--- src/rtl/pix_pkg.sv ---
// Shared definitions for the pixel-processing pipe: op encodings and pixel
// field helpers sized for the widest supported channel (16 bits).
package pix_pkg;

  typedef enum logic [1:0] {
    PIX_MODE_PASS   = 2'd0,
    PIX_MODE_MASK   = 2'd1,
    PIX_MODE_THRESH = 2'd2,
    PIX_MODE_HILITE = 2'd3
  } pix_mode_e;

  localparam int PIX_CH_BITS_DEF = 6;
  localparam int PIX_CH_MAX      = 16;
  localparam int PIX_MAX_W       = 3 * PIX_CH_MAX;

  typedef logic [PIX_CH_MAX-1:0] pix_ch_t;
  typedef logic [PIX_MAX_W-1:0]  pix_max_t;

  function automatic pix_ch_t ch_ones(input int ch_bits);
    return pix_ch_t'((1 << ch_bits) - 1);
  endfunction

  // idx 0 = R (most significant), 1 = G, 2 = B
  function automatic pix_ch_t chan_get(input pix_max_t pix, input int ch_bits, input int idx);
    pix_max_t sh;
    sh = pix >> ((2 - idx) * ch_bits);
    return sh[PIX_CH_MAX-1:0] & ch_ones(ch_bits);
  endfunction

  function automatic pix_max_t pix_pack(input pix_ch_t r, input pix_ch_t g, input pix_ch_t b,
                                        input int ch_bits);
    return (pix_max_t'(r) << (2 * ch_bits)) | (pix_max_t'(g) << ch_bits) | pix_max_t'(b);
  endfunction

  // Keeps the top 'keep' bits of a channel; keep beyond the channel width clamps.
  function automatic pix_ch_t keep_mask(input logic [2:0] keep, input int ch_bits);
    int k;
    k = (int'(keep) > ch_bits) ? ch_bits : int'(keep);
    return pix_ch_t'(((1 << k) - 1) << (ch_bits - k));
  endfunction

endpackage

--- src/rtl/addr_delay_line.sv ---
// Fixed-depth shift-register delay; every tap clears on reset so no stale
// valid can emerge after a mid-stream reset.
module addr_delay_line #(
  parameter int WIDTH = 20,
  parameter int DEPTH = 2
) (
  input  logic             clk,
  input  logic             reset,
  input  logic [WIDTH-1:0] din,
  output logic [WIDTH-1:0] dout
);

  logic [WIDTH-1:0] taps [DEPTH];

  always_ff @(posedge clk or negedge reset) begin
    if (!reset) begin
      for (int i = 0; i < DEPTH; i++) taps[i] <= '0;
    end else begin
      taps[0] <= din;
      for (int i = 1; i < DEPTH; i++) taps[i] <= taps[i-1];
    end
  end

  assign dout = taps[DEPTH-1];

endmodule

--- src/rtl/pix_proc_pipe.sv ---
// Two-stage per-pixel op pipe (pass / mask / threshold / highlight) with a
// delayed write address and a saturating per-frame threshold-hit counter.
module pix_proc_pipe
  import pix_pkg::*;
#(
  parameter int PIX_PER_WORD = 2,
  parameter int CH_BITS      = PIX_CH_BITS_DEF,
  parameter int ADDR_W       = 19,
  parameter int ADDR_SKEW    = 0,
  parameter int CNT_W        = 20,
  localparam int PIX_W       = 3 * CH_BITS,
  localparam int WORD_W      = PIX_PER_WORD * PIX_W
) (
  input  logic               clk,
  input  logic               reset,
  input  logic               in_valid,
  input  logic [WORD_W-1:0]  in_data,
  input  logic [ADDR_W-1:0]  in_addr,
  input  logic [1:0]         mode,
  input  logic [2:0]         keep_r,
  input  logic [2:0]         keep_g,
  input  logic [2:0]         keep_b,
  input  logic [CH_BITS-1:0] thr_r,
  input  logic [CH_BITS-1:0] thr_g,
  input  logic [CH_BITS-1:0] thr_b,
  input  logic               frame_start,
  output logic               out_valid,
  output logic [WORD_W-1:0]  out_data,
  output logic               out_addr_valid,
  output logic [ADDR_W-1:0]  out_addr,
  output logic [CNT_W-1:0]   hit_count,
  output logic [CNT_W-1:0]   hit_count_last
);

  localparam int HIT_W = $clog2(PIX_PER_WORD + 1);
  localparam int SUM_W = CNT_W + 1;

  logic [CH_BITS-1:0]      mask_r, mask_g, mask_b;
  logic [WORD_W-1:0]       masked_word, proc_word;
  logic [PIX_PER_WORD-1:0] hit_vec;

  logic                    s1_valid;
  logic [WORD_W-1:0]       s1_raw, s1_masked;
  logic [PIX_PER_WORD-1:0] s1_hit;
  pix_mode_e               s1_mode;
  logic [HIT_W-1:0]        hit_sum, s2_hits;
  logic [SUM_W-1:0]        cnt_sum;
  logic [CNT_W-1:0]        cnt_next;

  assign mask_r = CH_BITS'(keep_mask(keep_r, CH_BITS));
  assign mask_g = CH_BITS'(keep_mask(keep_g, CH_BITS));
  assign mask_b = CH_BITS'(keep_mask(keep_b, CH_BITS));

  for (genvar p = 0; p < PIX_PER_WORD; p++) begin : g_pix
    localparam int HI = WORD_W - 1 - p * PIX_W;
    pix_max_t           raw_ext;
    logic [CH_BITS-1:0] r, g, b;
    logic [PIX_W-1:0]   proc_pix;

    assign raw_ext = pix_max_t'(in_data[HI -: PIX_W]);
    assign r = CH_BITS'(chan_get(raw_ext, CH_BITS, 0));
    assign g = CH_BITS'(chan_get(raw_ext, CH_BITS, 1));
    assign b = CH_BITS'(chan_get(raw_ext, CH_BITS, 2));

    assign masked_word[HI -: PIX_W] = PIX_W'(pix_pack(pix_ch_t'(r & mask_r),
                                                      pix_ch_t'(g & mask_g),
                                                      pix_ch_t'(b & mask_b), CH_BITS));
    // threshold compares raw channels, not masked ones
    assign hit_vec[p] = (r >= thr_r) && (g >= thr_g) && (b >= thr_b);

    always_comb begin
      proc_pix = s1_raw[HI -: PIX_W];
      unique case (s1_mode)
        PIX_MODE_PASS:   proc_pix = s1_raw[HI -: PIX_W];
        PIX_MODE_MASK:   proc_pix = s1_masked[HI -: PIX_W];
        PIX_MODE_THRESH: proc_pix = s1_hit[p] ? '1 : '0;
        PIX_MODE_HILITE: proc_pix = s1_hit[p] ? s1_masked[HI -: PIX_W] : '0;
        default:         proc_pix = s1_raw[HI -: PIX_W];
      endcase
    end

    assign proc_word[HI -: PIX_W] = proc_pix;
  end

  always_ff @(posedge clk or negedge reset) begin
    if (!reset) begin
      s1_valid  <= 1'b0;
      s1_raw    <= '0;
      s1_masked <= '0;
      s1_hit    <= '0;
      s1_mode   <= PIX_MODE_PASS;
    end else begin
      s1_valid <= in_valid;
      if (in_valid) begin
        s1_raw    <= in_data;
        s1_masked <= masked_word;
        s1_hit    <= hit_vec;
        s1_mode   <= pix_mode_e'(mode);
      end
    end
  end

  always_comb begin
    hit_sum = '0;
    for (int p = 0; p < PIX_PER_WORD; p++) hit_sum = hit_sum + HIT_W'(s1_hit[p]);
  end

  always_ff @(posedge clk or negedge reset) begin
    if (!reset) begin
      out_valid <= 1'b0;
      out_data  <= '0;
      s2_hits   <= '0;
    end else begin
      out_valid <= s1_valid;
      if (s1_valid) begin
        out_data <= proc_word;
        s2_hits  <= hit_sum;
      end
    end
  end

  // Counter credits the word in the cycle it is on out_valid; frame_start
  // restarts the count from that word's hits.
  always_comb begin
    cnt_sum  = (frame_start ? '0 : {1'b0, hit_count}) + (out_valid ? SUM_W'(s2_hits) : '0);
    cnt_next = cnt_sum[CNT_W] ? '1 : cnt_sum[CNT_W-1:0];
  end

  always_ff @(posedge clk or negedge reset) begin
    if (!reset) begin
      hit_count      <= '0;
      hit_count_last <= '0;
    end else begin
      hit_count <= cnt_next;
      if (frame_start) hit_count_last <= hit_count;
    end
  end

  addr_delay_line #(
    .WIDTH (ADDR_W + 1),
    .DEPTH (2 + ADDR_SKEW)
  ) u_addr_dly (
    .clk   (clk),
    .reset (reset),
    .din   ({in_valid, in_addr}),
    .dout  ({out_addr_valid, out_addr})
  );

endmodule

--- config.mk ---
export PLATFORM = sky130hd
export DESIGN_NAME = pix_proc_pipe
export DESIGN_NICKNAME = d
export VERILOG_FILES = /design/src/rtl/pix_pkg.sv /design/src/rtl/addr_delay_line.sv /design/src/rtl/pix_proc_pipe.sv
export SDC_FILE = /design/constraint.sdc
export NUM_CORES = 1
export LEC_CHECK = 0
export CORE_MARGIN = 2
export CORE_UTILIZATION = 25
export DETAILED_ROUTE_END_ITERATION = 10
export GPL_TIMING_DRIVEN = 0
export SLEW_MARGIN = 5
export SYNTH_ARGS = -nofsm -noshare
export SYNTH_HDL_FRONTEND = slang
export SYNTH_HIERARCHICAL = 1
export SYNTH_SLANG_ARGS = --single-unit
export TNS_END_PERCENT = 1
--- constraint.sdc ---
create_clock -name clk -period 3.13 [get_ports clk]
set_input_delay 0.4695 -clock clk [delete_from_list [all_inputs] [get_ports clk]]
set_output_delay 0.4695 -clock clk [all_outputs]
set_load 0.1 [all_outputs]
Word level (Yosys, flattened, before mapping)
Index checks and enable logic that the tools add are counted.
Operators by class
  $add $sub $neg: 8
  $lt $le $gt $ge: 9
  equality and inequality tests: 3
  shifts and indexed selects: 6
  multiplexer cells: 12
  bitwise gates (word level): 10
  reduce and logical (&&, ||, !) cells: 5
Operators by type and width (number)
  one-hot mux 18 bit (4 select lines): 2
  << shifter 1 x 3 -> 32 bit (first input constant): 3
  << shifter 32 x 32 -> 6 bit: 3
  subtractor 32 x 2 -> 32 bit (second input constant): 3
  2-to-1 mux 18 bit: 4
  2-to-1 mux 20 bit: 2
  bitwise AND 6 bit: 6
  greater-or-equal comparator 6 bit: 6
  OR 18 x 12 -> 18 bit: 2
  OR 18 x 6 -> 18 bit: 2
  adder 20 x 2 -> 21 bit: 1
  subtractor 3 x 3 -> 4 bit (first input constant): 3
  greater-than comparator 3 bit (second input constant): 3
  2-to-1 mux 3 bit: 3
  equality test 2 bit (second input constant): 2
  logical AND 1 bit: 4
  adder 1 x 1 -> 2 bit: 1
  equality test 2 x 1 -> 1 bit (second input constant): 1
  logical NOT 2 bit: 1
  2-to-1 mux 2 bit: 1
Word-level totals
  register bits: 196
  input bits: 88
  word-level logic and storage cells: 65

Longest topological paths before layout
Gate-level depths: netlist (run 1).
  word-level depth: 8
  gate-level depth with buffers: 11
  depth with buffers taken out: 9

Hierarchy
The synthesis (run 1) kept the hierarchy.
Modules (own cells, without submodules)
  pix_proc_pipe: instances 1, cells each 892, area an instance 8236.6 um^2, sequential area each 3903.7 um^2
  addr_delay_line: instances 1, cells each 60, area an instance 1151.1 um^2, sequential area each 1001.0 um^2

Worst setup path before layout (run 1)
Ideal clock, no wire load.
  kind: reg2reg
  from: reg out_valid
  to: reg hit_count[16]
  setup time: 130 ps
  arrival time: 2497 ps
  data required time: 3000 ps
  path slack: 503 ps
  cell stages (with the launch flop): 9
  buffers on the path: 0
  path through: dfrtp_1 -> and2_1 -> ha_1 -> fa_1 -> inv_1 -> nor3_2 -> and4_1 -> nor4bb_1 -> a21oi_1
Between the ends
  cells in the longest elaborated chain, start to end: 3
RTL lines
  from (decl): RTL line pix_proc_pipe.sv:27  | output logic out_valid,
  from (signal assigned): RTL line pix_proc_pipe.sv:114  | out_valid <= s1_valid;
  2-to-1 mux 2 bit: RTL line pix_proc_pipe.sv:125  | cnt_sum = (frame_start ? '0 : {1'b0, hit_count}) + (out_valid ? SUM_W'(s2_hits) : '0);
  adder 20 x 2 -> 21 bit: RTL line pix_proc_pipe.sv:125
  2-to-1 mux 20 bit: RTL line pix_proc_pipe.sv:126  | cnt_next = cnt_sum[CNT_W] ? '1 : cnt_sum[CNT_W-1:0];
  net cnt_next[16]: RTL line pix_proc_pipe.sv:48  | logic [CNT_W-1:0] cnt_next;
  to (signal assigned): RTL line pix_proc_pipe.sv:134  | hit_count <= cnt_next;
  to (decl): RTL line pix_proc_pipe.sv:31  | output logic [CNT_W-1:0] hit_count,
The timed path passes the listed nets, and every way through them passes these cells.
A chain may end at the register's enable or synchronous reset.

Final worst setup path (run 1)
  from: in frame_start
  to: reg hit_count[12]
Between the ends
  cells in the longest elaborated chain, start to end: 3
RTL lines
  from (decl): RTL line pix_proc_pipe.sv:26  | input logic frame_start,
  2-to-1 mux 20 bit: RTL line pix_proc_pipe.sv:125
  adder 20 x 2 -> 21 bit: RTL line pix_proc_pipe.sv:125
  2-to-1 mux 20 bit: RTL line pix_proc_pipe.sv:126
  net cnt_next[12]: RTL line pix_proc_pipe.sv:48
The timed path passes the listed nets, and every way through them passes these cells.

==> impl_metrics.json, run 1 <==
{
  "tightestPinTransition_ns": 1.09,
  "maxCapViolations": 0,
  "wl_per_cell_um": 16.7,
  "ioPinCount": 185,
  "grt_pass1_vias": 7562,
  "vias": 7579,
  "cp-end-kind": "flip-flop",
  "clkLatencyLatePin_ns": 0.44,
  "rsz0062_at_grt": "false",
  "post-route-util_pct": 33.7,
  "syn_area_per_cell_um2": 9.86,
  "finalSetupViolCount": 0,
  "ctsResizeCount": 3,
  "post_cts_buffers": 0,
  "synth_cells": 952,
  "r2r_cells": 9,
  "stdcell_area_mm2": 0.0124,
  "regToRegSetupSlack_ns": 0.76,
  "synth-seq-cells": 196,
  "core_mm2": 0.0368,
  "hold_slack_ns": 0.0215,
  "grt_max_degree": 112,
  "grt_antenna_before_repair": 0,
  "path_max_fanout": 10,
  "cts_sinks": 196,
  "die_area_mm2": 0.0391,
  "seq_power_share_pct": 42.1,
  "critPathLaunchType": "primary input",
  "p_int_w": 0.00434,
  "path_class": "primary input to flip-flop",
  "synth_area_mm2": 0.00939,
  "fp.dieW_um": 198,
  "status": "complete, no violations",
  "worst_slack_ns": 0.213,
  "relSlewSlack_pct": 27.1,
  "place_ws_ns": -0.775,
  "cts_hold_buf": 0,
  "cts.clk_slew.worst_paths_ns": 0.07,
  "sw_frac_of_total_pct": 35.2,
  "initial_core_util_pct": 25.5,
  "drv_slew": 0,
  "routed_via_density": 4.64,
  "ant_nets": 0,
  "synth_flop_cell": "dfrtp_1",
  "synth_cell_type_count": 57,
  "cts_buffer_depth": 2,
  "cts-root-buf": "clkbuf_16",
  "irDropWorstVdd_mv": 0.353,
  "period_share_pct": 93.2,
  "drc_errors": 0,
  "grt_pass1_wl_mm": 43.3,
  "numCtsBuffers": 17,
  "power_per_cell_area_mw_per_mm2": 539,
  "die_h_um": 198,
  "wirelength_mm": 27.3,
  "power_frac_comb_pct": 25.5,
  "synth_edf_count": 0,
  "ys.warnings.count": 6,
  "gp_congestion": 0.858,
  "cts_tree": "done",
  "final_nets": 1287,
  "r2r_end": "hit_count[12]",
  "post-route-min-period_ns": 2.92,
  "place_area_mm2": 0.0118,
  "async_reset_ff_share_pct": 100,
  "switchingPower_w": 0.00236,
  "io_buffer_count": 181,
  "synth_nets": 1086,
  "final-hold-violation-count": 0,
  "diodes": 0,
  "synth_top_area_share_pct": 52.2,
  "yosysMostFrequentCell": "dfrtp_1",
  "drtIter0Drc": 478,
  "synthTopCellsByCount": "dfrtp_1, inv_1, o21ai_0, nand2_1, clkbuf_1",
  "r2r_start": "hit_count[0]",
  "skew_ns": 0.0121,
  "area_growth_pct": 32.1,
  "yosys.area.top_type": "dfrtp_1",
  "ys_seq_area_share_pct": 52.2,
  "rows": 70,
  "p_leak_nw": 5.56,
  "overflow": 0,
  "cp.arrival_ns": 3.22,
  "clockPowerShare_pct": 32.4,
  "drive_above_1_share_pct": 8.06,
  "dp_hpwl_mm": 20.6,
  "crit_required_ns": 3.43,
  "htreeDepth": 4,
  "max_freq_mhz": 343,
  "grt_usage_pct": 14.3,
  "worstHoldPathType": "primary input to asynchronous set/reset pin",
  "synthTopCellsByArea": "dfrtp_1, ha_1, o21ai_0",
  "drt-pass1-iter-count": 5
}
metrics by stage:
step	TNS, ns	power, W	std cells
CTS	0	0.00677	1634
detailed placement	-12.02	0.00458	1602
global route	0	0.00702	1634
finish	0	0.00669	1634
floorplan	0	0.00399	952
global placement	-1327.92	0.00456	1601
placed cells by master (no fill, tap or decap), drive strengths merged, types with 2 or more instances in the layout:
cell and instances:
dfrtp 196, clkdlybuf4s50 180, inv 145, o21ai 105
nand2 99, clkbuf 63, ha 45, o2111ai 38
o22ai 35, buf 32, nand2b 29, a21oi 29
mux2 24, nor2b 22, nor2 19, xnor2 12
nor3 7, xor2 6, a221oi 6, clkinv 6
nand3 5, nand3b 5, o32a 4, nor3b 4
a31o 4, and2 3, and3 3, a31oi 3
nand4 3, or2 3, and4 2, a311oi 2
a21boi 2, a21o 2, o21bai 2, a2111oi 2
o21a 2, nor4 2
power by group through the flow:
stage / logic [W] / clock network [W] / registers [W]
2_1_floorplan: 0.000588 / 0 / 0.00340
3_3_place_gp: 0.00169 / 0 / 0.00286
3_5_place_dp: 0.00171 / 0 / 0.00287
4_1_cts: 0.00172 / 0.00223 / 0.00282
5_1_grt: 0.00183 / 0.00235 / 0.00284
6_report: 0.00171 / 0.00217 / 0.00282
worst max-delay path, cell delays in order:
cell and delay, ns:
clkdlybuf4s50_1 0.50, clkbuf_2 0.26, buf_2 0.26, nor2b_1 0.08, ha_1 0.21, fa_2 0.41
inv_1 0.13, nor3_4 0.07, and4_1 0.25, nand2_1 0.20, buf_2 0.26, o21ai_0 0.11
registers in the layout, indices dropped and copies added, names as in the netlist:
name and flops:
u_addr_dly/dout 20, out_valid 1, s1_valid 1, hit_count_last 20, hit_count 20, s2_hits 2
s1_masked 36, s1_mode 2, s1_raw 36, u_addr_dly/taps 20, s1_hit 2, out_data 36
worst max path at each step:
stage / startpoint / endpoint / slack [ns]
after global placement: reset / s1_masked[4] / -6.74
after detailed placement: frame_start / hit_count[6] / -0.77
after CTS: frame_start / hit_count[12] / 0.09
final: frame_start / hit_count[12] / 0.21
after floorplan: out_valid / hit_count[16] / 0.50
after global routing: frame_start / hit_count[8] / 0.02
cells by family (layout without fill, tap and decap cells):
kind of cell | after synthesis | in the layout | share of synthesized area, %
buffers and inverters | 213 | 427 | 9.34
flip-flops | 196 | 196 | 52.2
AND/OR/NAND/NOR | 211 | 211 | 11.3
adder cells (fa/ha/maj) | 46 | 46 | 6.21
multiplexers | 25 | 25 | 2.99
AO/OA/AOI/OAI | 243 | 243 | 16.2
XOR/XNOR | 18 | 18 | 1.68
metal layers:
layer | part of all wire [%] | vias to the layer above | wire length (um) | GRT usage (%)
met4 | 1.8 | 0 | 499 | 4.48
li1 | - | 3622 | - | -
met3 | 5.7 | 29 | 1560 | 3.05
met2 | 46 | 257 | 12500 | 23.0
met5 | 0 | - | 0 | 0
met1 | 47 | 3671 | 12700 | 19.2
area by class of cell:
type	instances	area [um2]
Buffer	75	363
Clock buffer	18	429
Clock inverter	14	143
Fill cell	3763	24400
Inverter	138	518
Multi-Input combinational cell	543	3620
Sequential cell	196	4900
Tap cell	468	586
Timing Repair Buffer	182	1840
(Power assumes the default switching activity.)
==> run 2, diff against run 1 <==
- CORE_ASPECT_RATIO: not set -> 0.6
- GPL_TIMING_DRIVEN: 0 -> not set
==> run 2 against run 1 <==
  * Setup slack better by 0.40 ns
  * Sequential power about the same
  * Fmax is 16% higher
  * Non-clock buffer count fell by 50
  * Combinational power down 4%
  * Die area grew 0.13%
  * Critical endpoint is now hit_count[6]
==> impl_metrics.json, run 2 (synthesized netlist as in run 1, its figures left out) <==
{
  "p_int_w": 0.00432,
  "tightestPinTransition_ns": 1.04,
  "worst_slack_ns": 0.616,
  "ioPinCount": 185,
  "power_per_cell_area_mw_per_mm2": 554,
  "period_share_pct": 80.3,
  "clockPowerShare_pct": 33.4,
  "area_growth_pct": 28.9,
  "drv_slew": 0,
  "grt_usage_pct": 13.5,
  "htreeDepth": 4,
  "switchingPower_w": 0.00239,
  "cts_hold_buf": 0,
  "critPathBufInv": 2,
  "power_frac_comb_pct": 24.6,
  "wirelength_mm": 25.7,
  "slowest_delay_ns": 0.47,
  "rsz0062_at_grt": "false",
  "cp_top_family": "simple AND/OR/NAND/NOR gates",
  "n_fill_cell": 3699,
  "sw_frac_of_total_pct": 35.6,
  "finalSetupViolCount": 0,
  "skew_ns": 0.0129,
  "regToRegSetupSlack_ns": 0.65,
  "ant_nets": 0,
  "grt_pass1_vias": 7144,
  "place_area_mm2": 0.0115,
  "power_w": 0.00670,
  "cts-root-buf": "clkbuf_16",
  "ctsResizeCount": 0,
  "maxCapViolations": 0,
  "r2r_start": "hit_count[0]",
  "drtIter0Drc": 470,
  "grt_max_degree": 78,
  "core_mm2": 0.0367,
  "drive_above_1_share_pct": 15.9,
  "cp.arrival_ns": 2.88,
  "seq_power_share_pct": 42.0,
  "initial_core_util_pct": 25.6,
  "r2r_cells": 8,
  "cts_sinks": 196,
  "mostFrequentLayoutCells": "dfrtp_1, inv_1, buf_4, o21ai_0, nand2_1",
  "final_nets": 1237,
  "die_area_mm2": 0.0392,
  "numCtsBuffers": 17,
  "vias": 7286,
  "cp-end-kind": "flip-flop",
  "cts_tree": "done",
  "p_leak_nw": 5.65,
  "final_common_cell": "dfrtp_1",
  "clkLatencyLatePin_ns": 0.45,
  "fp.dieW_um": 254,
  "drt-pass1-iter-count": 5,
  "gp_congestion": 0.844,
  "setup_tns_ns": 0,
  "die_h_um": 154,
  "path_class": "primary input to flip-flop",
  "io_buffer_count": 184,
  "overflow": 0,
  "relSlewSlack_pct": 31.0,
  "rows": 54,
  "routed_via_density": 4.49,
  "wl_per_cell_um": 15.8,
  "post_cts_buffers": 0,
  "irDropWorstVdd_mv": 0.274,
  "drc_errors": 0,
  "hold_slack_ns": 0.0753,
  "final-hold-violation-count": 0,
  "place_ws_ns": 0.189,
  "r2r_end": "hit_count[6]",
  "stdcell_area_mm2": 0.0121,
  "max_freq_mhz": 398,
  "worstHoldPathType": "primary input to asynchronous set/reset pin",
  "path_max_fanout": 15,
  "reg.largest.list": "out_data x36, s1_masked x36, s1_raw x36",
  "grt_antenna_before_repair": 1,
  "path_cells": "clkdlybuf4s50_1 > nor2b_1 > ha_1 > fa_1 > inv_1 > nor3_2 > and4_1 > nand2_1 > o21ai_0",
  "cts_buffer_depth": 2,
  "crit_required_ns": 3.50,
  "dp_hpwl_mm": 18.4,
  "critPathLaunchType": "primary input",
  "cpMaxStageDelayCell": "clkdlybuf4s50_1",
  "grt_pass1_wl_mm": 40.9,
  "post-route-min-period_ns": 2.51,
  "cts.clk_slew.worst_paths_ns": 0.08,
  "status": "complete, no violations"
}
==> run 2: changes by cell type in the layout (fill, tap and decap cells not counted), sizes merged <==
cell,before,now
clkinv,6,4
clkinvlp,0,2
buf,32,111
clkbuf,63,19
diode,0,1
clkdlybuf4s50,180,95
==> run 2: metrics by stage <==
stage	instances	utilization, %
6_report	1621	33.0
5_1_grt	1620	33.0
4_1_cts	1620	33.0
3_5_place_dp	1588	31.4
3_3_place_gp	1588	31.4
2_1_floorplan	952	-
==> run 2: worst reg2reg max path: stages (launching register included) <==
cell and delay (ns):
dfrtp_1 0.44, nor2b_1 0.17, ha_1 0.19, fa_1 0.30, inv_1 0.09, nor3_2 0.34, and4_1 0.33, nand2_1 0.33
o21ai_0 0.20
==> run 2: layout make-up <==
type	instances	area (um2)	share of cell area [%]
inverter	138	518	4.28
tap	504	631	5.21
sequential	196	4910	40.5
timing repair buffer	207	1850	15.3
clock inverter	14	163	1.34
antenna	1	2.50	0.0207
clock buffer	18	429	3.55
multi-input combinational	543	3610	29.8
==> run 2: power groups by stage <==
stage	Clock (W)	Sequential [W]	Combinational, W
floorplan	0	0.00340	0.000588
finish	0.00224	0.00282	0.00165
global placement	0	0.00287	0.00164
global route	0.00244	0.00285	0.00177
CTS	0.00233	0.00282	0.00167
detailed placement	0	0.00287	0.00166
==> run 2: worst max path at each step <==
stage,from,endpoint,slack [ns],cells after the start
after floorplan,out_valid,hit_count[16],0.50,8
after global placement,frame_start,hit_count[5],0.27,9
after detailed placement,frame_start,hit_count[6],0.19,9
after CTS,frame_start,hit_count[6],0.66,9
after global routing,frame_start,hit_count[8],0.41,9
final,frame_start,hit_count[6],0.62,9
==> run 2: layer usage <==
metal | global-route usage, % | share of wire [%] | vias up
met1 | 19.7 | 50 | 3550
met5 | 0 | 0 | -
met4 | 2.72 | 1.0 | 0
met2 | 19.4 | 42 | 192
li1 | - | - | 3524
met3 | 4.35 | 6.5 | 20
